**src/rtl/io_terminal_port.sv**
```systemverilog
// ---------------------------------------------------------------------------
// io_terminal_port
//
// Device-side terminal port for the basic computer. Holds the input register
// (INPR) with its flag FGI and the output register (OUTR) with its flag FGO,
// accepts bytes from an input device and presents bytes to an output device,
// executes the CPU side of INP/OUT and raises irq for the controller's R
// flip-flop.
//
// Parameters
//   DATA_W  width of INPR, OUTR and both device data paths
//   TX_GAP  cycles the output device stays busy after each tx handshake
//           before FGO re-asserts (0 allowed)
//
// Ports
//   clk       system clock, all state on rising edge
//   rst_n     asynchronous active-low reset
//   inp_rd    INP executed: CPU takes inpr this cycle, clears FGI
//   inpr      input register
//   fgi       input flag, 1 = inpr holds an unread byte
//   out_wr    OUT executed: out_data -> OUTR, clears FGO
//   out_data  byte from AC
//   fgo       output flag, 1 = port ready for the next OUT
//   ien       interrupt enable from the controller
//   irq       interrupt request, ien & (fgi | fgo)
//   rx_valid  input device offers rx_data
//   rx_data   input device byte
//   rx_ready  port can accept an input byte (= ~fgi)
//   tx_valid  port offers tx_data to the output device
//   tx_data   byte to the output device (= OUTR)
//   tx_ready  output device accepts tx_data
//   tx_drop   sticky: an out_wr arrived while FGO was low and was ignored
// ---------------------------------------------------------------------------
module io_terminal_port #(
    parameter int unsigned DATA_W = 8,
    parameter int unsigned TX_GAP = 3
) (
    input  logic              clk,
    input  logic              rst_n,
    input  logic              inp_rd,
    output logic [DATA_W-1:0] inpr,
    output logic              fgi,
    input  logic              out_wr,
    input  logic [DATA_W-1:0] out_data,
    output logic              fgo,
    input  logic              ien,
    output logic              irq,
    input  logic              rx_valid,
    input  logic [DATA_W-1:0] rx_data,
    output logic              rx_ready,
    output logic              tx_valid,
    output logic [DATA_W-1:0] tx_data,
    input  logic              tx_ready,
    output logic              tx_drop
);

    // Gap counter is loaded with TX_GAP-1 and only counts down to zero.
    localparam int unsigned CNT_W = (TX_GAP > 0) ? $clog2(TX_GAP + 1) : 1;
    localparam logic [CNT_W-1:0] GAP_LOAD = (TX_GAP == 0) ? '0 : CNT_W'(TX_GAP - 1);

    typedef enum logic [1:0] {
        TX_IDLE,
        TX_SEND,
        TX_GAP_WAIT
    } tx_state_e;

    // ------------------------------------------------------------------
    // Input path
    // ------------------------------------------------------------------
    logic [DATA_W-1:0] inpr_q;
    logic              fgi_q;

    // While FGI is set the device is stalled (rx_ready low), so a read and an
    // offered byte in the same cycle only clear the flag; the byte lands on a
    // later edge. This makes overrun impossible.
    always_ff @(posedge clk or negedge rst_n) begin
        if (!rst_n) begin
            inpr_q <= '0;
            fgi_q  <= 1'b0;
        end else if (fgi_q) begin
            if (inp_rd) begin
                fgi_q <= 1'b0;
            end
        end else if (rx_valid) begin
            inpr_q <= rx_data;
            fgi_q  <= 1'b1;
        end
    end

    assign inpr     = inpr_q;
    assign fgi      = fgi_q;
    assign rx_ready = ~fgi_q;

    // ------------------------------------------------------------------
    // Output path FSM
    // ------------------------------------------------------------------
    tx_state_e         tx_state_q;
    logic [DATA_W-1:0] outr_q;
    logic              fgo_q;
    logic              tx_valid_q;
    logic              tx_drop_q;
    logic [CNT_W-1:0]  cnt_q;

    always_ff @(posedge clk or negedge rst_n) begin
        if (!rst_n) begin
            tx_state_q <= TX_IDLE;
            outr_q     <= '0;
            fgo_q      <= 1'b1;
            tx_valid_q <= 1'b0;
            tx_drop_q  <= 1'b0;
            cnt_q      <= '0;
        end else begin
            case (tx_state_q)
                TX_IDLE: begin
                    if (out_wr) begin
                        outr_q     <= out_data;
                        fgo_q      <= 1'b0;
                        tx_valid_q <= 1'b1;
                        tx_state_q <= TX_SEND;
                    end
                end

                TX_SEND: begin
                    // An OUT while busy is discarded; the in-flight byte keeps
                    // going and the event is recorded in the sticky flag.
                    if (out_wr) begin
                        tx_drop_q <= 1'b1;
                    end
                    if (tx_ready) begin
                        tx_valid_q <= 1'b0;
                        if (TX_GAP == 0) begin
                            fgo_q      <= 1'b1;
                            tx_state_q <= TX_IDLE;
                        end else begin
                            cnt_q      <= GAP_LOAD;
                            tx_state_q <= TX_GAP_WAIT;
                        end
                    end
                end

                TX_GAP_WAIT: begin
                    if (out_wr) begin
                        tx_drop_q <= 1'b1;
                    end
                    if (cnt_q == '0) begin
                        fgo_q      <= 1'b1;
                        tx_state_q <= TX_IDLE;
                    end else begin
                        cnt_q <= cnt_q - CNT_W'(1);
                    end
                end

                default: begin
                    fgo_q      <= 1'b1;
                    tx_valid_q <= 1'b0;
                    tx_state_q <= TX_IDLE;
                end
            endcase
        end
    end

    assign fgo      = fgo_q;
    assign tx_valid = tx_valid_q;
    assign tx_data  = outr_q;
    assign tx_drop  = tx_drop_q;

    // Combinational so that irq follows ien within the same cycle.
    assign irq = ien & (fgi_q | fgo_q);

endmodule
```
**config.mk**
```make
export PLATFORM = sky130hd
export DESIGN_NAME = io_terminal_port
export DESIGN_NICKNAME = d
export VERILOG_FILES = /design/src/rtl/io_terminal_port.sv
export SDC_FILE = /design/constraint.sdc
export NUM_CORES = 1
export LEC_CHECK = 0
export BUFFER_PORTS_ARGS = -buffer_cell sky130_fd_sc_hd__buf_2
export CAP_MARGIN = 20
export CORE_UTILIZATION = 38
export DETAILED_ROUTE_END_ITERATION = 8
export GPL_TIMING_DRIVEN = 0
export PLACE_DENSITY = 0.65
export SETUP_SLACK_MARGIN = 0.02
export SYNTH_ARGS = -nofsm -noshare
export SYNTH_HDL_FRONTEND = slang
export SYNTH_SLANG_ARGS = --single-unit
```
**constraint.sdc**
```tcl
create_clock -name clk -period 2.3 [get_ports clk]
set_clock_uncertainty 0.2 [all_clocks]
set_input_delay 0.23 -clock clk [delete_from_list [all_inputs] [get_ports clk]]
set_output_delay 0.23 -clock clk [all_outputs]
set_load 0.005 [all_outputs]
```
* Yosys cells after proc, flatten, opt, wreduce, memory -nomap -nowiden
Cells that the tools add are included.
** Storage, ports and cells
- Bits in registers :: 24
- Input port bits :: 23
- Output and inout port bits :: 22
** Operators by class
- $add $sub $neg :: 1
- Equality and inequality tests :: 6
- Multiplexer cells :: 15
- Bitwise gates (word level) :: 5
- Reduce and logical (&&, ||, !) cells :: 11
** Operators by type and width (number)
- $reduce_and A3 Y1 :: 4
- $mux W2 :: 4
- $ne A2 B2 Y1 const B :: 4
- $mux W1 :: 7
- $pmux W1 S3 :: 2
- $pmux W2 S3 :: 1
- $reduce_and A2 Y1 :: 3
- $logic_not A2 Y1 :: 2
- $pmux W2 S2 :: 1
- $not A1 Y1 :: 3
- $eq A2 B1 Y1 const B :: 1
- $eq A2 B2 Y1 const B :: 1
- $reduce_bool A2 Y1 :: 1
- $reduce_or A2 Y1 :: 1
- $sub A2 B1 Y2 const B :: 1
- $and A1 B1 Y1 :: 1
- $or A1 B1 Y1 :: 1

* Logic depth before layout (Yosys ltp)
- Depth after elaboration :: 3
- Gate-level depth with buffers :: 5
- Gate-level depth less buffers :: 5

* Worst setup path before layout
No wires, ideal clock.
- Kind :: flip-flop to flip-flop
- From :: register tx_state_q[0]
- To :: register tx_state_q[0]
- Library setup time :: 0.128 ns
- Arrival :: 1.322 ns
- Path slack :: 0.650 ns
- Cell stages (with the launch flop) :: 5
- Buffers on the path :: 0
- Clock period less this slack :: 1.650 ns
- Path through :: dfrtp_1 -> inv_1 -> ha_1 -> a221oi_2 -> mux2_1
** Between the ends
- Word-level cells in the longest chain between the ends :: 3
- Elaborated cells between the ends (all ways) :: 8
** Ends and longest elaborated chain
- start, declared :: RTL line 97 : tx_state_e tx_state_q;
- start signal, assigned :: RTL line 106 : tx_state_q <= TX_IDLE;
- start signal, assigned :: RTL line 119 : tx_state_q <= TX_SEND;
- start signal, assigned :: RTL line 133 : tx_state_q <= TX_IDLE;
- $eq A2 B2 Y1 (tied with other cells) :: RTL line 113 : case (tx_state_q)
- $ne A2 B2 Y1 (no source line)
- $reduce_and A3 Y1 (no source line)
Parallel ways exist; a longest one is shown, timed or not.
A chain may end at the register's enable or synchronous reset.

* Worst setup path after layout
Same ends and word-level chain as after synthesis.

==> impl_metrics.ini <==
[run_status]
status = completed

[drt]
num_vias = 812
wire_per_inst_microns = 12.7
antenna_left = 0
viasPerCell = 4.59
drt_pass1_iterations = 2
post-route-drc-count = 0
wl_microns = 2240
drtIter0Drc = 5

[floorplan]
dieArea_sq_um = 3100
rows = 19
start_util_pct = 40.0
die_x_microns = 55.7
core_area_sq_um = 2730
ios = 45
die_y_microns = 55.7

[cts]
cts_max_level = 1
numCtsBuffers = 3
clk_pin_slew_ns = 0.12
cts_root_buf = clkbuf_4
clock-sinks = 24
clk_latency_ns = 0.30
clock_path_buffers = 2
tritoncts = built
cts_setup_buffers = 0

[min_path]
holdCritPathClass = primary input to flip-flop

[finish]
n_antenna_cell = 0
synthToLayoutAreaGrowth_pct = 44.3
layout-drive-gt1-share_pct = 49.3
regArea_sq_um = 602
layout_common_cells = buf_2, dfrtp_1, dlygate4sd3_1
fillCellCount = 244
finalNetCount = 177
final_common_cell = buf_2
multi_input_area_sq_um = 454

[timing]
fin_hold_ws_ns = 0.136
tightest_slew_ns = 0.533
fin_setup_tns_ns = 0
period_needed_ns = 1.77
slew_viol_final = 0
relSlewSlack_pct = 64.5
finalCritPeriodShare_pct = 77.0
rsz0062_at_grt = false
finalHoldViolCount = 0
finalSetupViolCount = 0
fmax_mhz = 565

[grt]
grt-ovfl-total = 0
grt_antenna_before_repair = 0
grt_use_total_pct = 14.8
grt_pass1_vias = 890
grt_max_degree = 25
grt_pass1_wl_microns = 3600

[pwr]
peakVddDrop_uv = 680
p_leak_uw = 0.000778
powerDensity_nw_per_um2 = 988

[logic_synthesis]
yosysWarnings = 0
ys_async_sr_fraction_pct = 100
ys_seq_area_share_pct = 55.0
ys_types = 27
avgSynthCellArea_sq_um = 13.9
ys.flop_type = dfrtp_1
synth_seq_cells = 24
syn_nets = 109
synth_area_sq_um = 1090
synthCells = 79
synth_edf_count = 0

[placement]
gp_congestion = 0.753
port_buffers = 44
detailed_place_hpwl_microns = 1560

[critical_path]
worstSetupEndpoint = tx_state_q[0]
end_kind = flip-flop
worstPathCellList = inv_1 > ha_1 > a221oi_2 > mux2_1
cp.arrival_ns = 1.77
worstSetupStartpointType = flip-flop
slowest_delay_ns = 0.41
critPathSlowestCell = dfrtp_1
r2r_start = tx_state_q[0]
reg2reg_to = tx_state_q[0]
cp-startpoint = tx_state_q[0]
crit_path_max_fanout = 6
rr_worst_depth = 4
crit_required_ns = 2.30
worstSetupPathType = flip-flop to flip-flop
reg2reg_slack_ns = 0.53

[run]
cap_violations = 0
[worst max-delay path: cells and delay by family, from the launching register on]
family	cells	cell delay (ns)
AO/OA/AOI/OAI	1	0.28
adder cells (fa/ha/maj)	1	0.33
multiplexers	1	0.35
buffers and inverters	1	0.11
flip-flops	1	0.41
[sequential cells by signal (all words and copies together), names as in the netlist]
signal / flops
fgi: 1
fgo: 1
inpr: 8
tx_state_q: 2
tx_valid: 1
tx_drop: 1
tx_data: 8
cnt_q: 2
[cell usage after synthesis (2+ instances only)]
cell       n  share of area [%]
mux2i_1    2                1.8
inv_1      8                2.7
dfrtp_1   23                 53
mux2_2    16                 16
ha_1       7                8.0
a221oi_2   2                2.7
[repair_timing]
action | in CTS | in global routing
gates resized for setup | 0 | 0
hold buffers | 19 | 0
endpoints found under the hold margin | 41 | 0
[layer usage]
layer | wire (microns) | track usage [%] | part of all wire, %
met4 | 19 | 7.14 | 0.85
met1 | 946 | 15.7 | 42
met5 | 0 | 0 | 0
met2 | 1210 | 28.2 | 54
met3 | 72 | 2.33 | 3.2
[per-stage QoR]
| stage | cell area [sq um] | util [%] | setup slack, ns | instances | total power, uW |
|---|---|---|---|---|---|
| 6_report | 1580 | 57.8 | 0.529 | 177 | 1560 |
| 2_1_floorplan | 1090 | - | 0.650 | 79 | 1090 |
| 4_1_cts | 1580 | 57.8 | 0.507 | 177 | 1580 |
| 5_1_grt | 1580 | 57.8 | 0.462 | 177 | 1670 |
| 3_3_place_gp | 1350 | 49.5 | 0.555 | 154 | 1290 |
| 3_5_place_dp | 1350 | 49.5 | 0.518 | 154 | 1330 |
[worst min path at each step]
stage | from | slack (ns) | depth (start not counted) | end
6_report | tx_ready | 0.14 | 4 | tx_state_q[1]
2_1_floorplan | rst_n | -0.27 | 0 | cnt_q[0]
5_1_grt | tx_ready | 0.11 | 4 | tx_state_q[1]
4_1_cts | tx_ready | 0.11 | 4 | tx_state_q[1]
3_3_place_gp | rst_n | 0.04 | 1 | cnt_q[0]
3_5_place_dp | rst_n | 0.04 | 1 | cnt_q[0]
[where the power goes]
group	total (uW)	internal [uW]	switching, uW	leakage (uW)
clock	219	96.6	122	0.0000210
sequential	660	580	80.0	0.000279
combinational	682	371	311	0.000478
total	1560	1050	514	0.000778
[area by class of cell]
class,count,share of cell area (%)
Buffer,1,0.317
Clock buffer,4,2.30
Tap cell,31,2.45
Multi-Input combinational cell,45,28.7
Inverter,9,2.14
Sequential cell,24,38.1
Timing Repair Buffer,63,26.0
[kinds of logic after synthesis]
logic type / Yosys count / share of synthesized area [%]
flip-flops: 24 / 55.0
multiplexers: 19 / 19.3
AO/OA/AOI/OAI: 12 / 9.60
buffers and inverters: 10 / 3.54
adder cells (fa/ha/maj): 7 / 8.00
AND/OR/NAND/NOR: 7 / 4.57
Note: power is estimated with default switching activity, not from simulation.
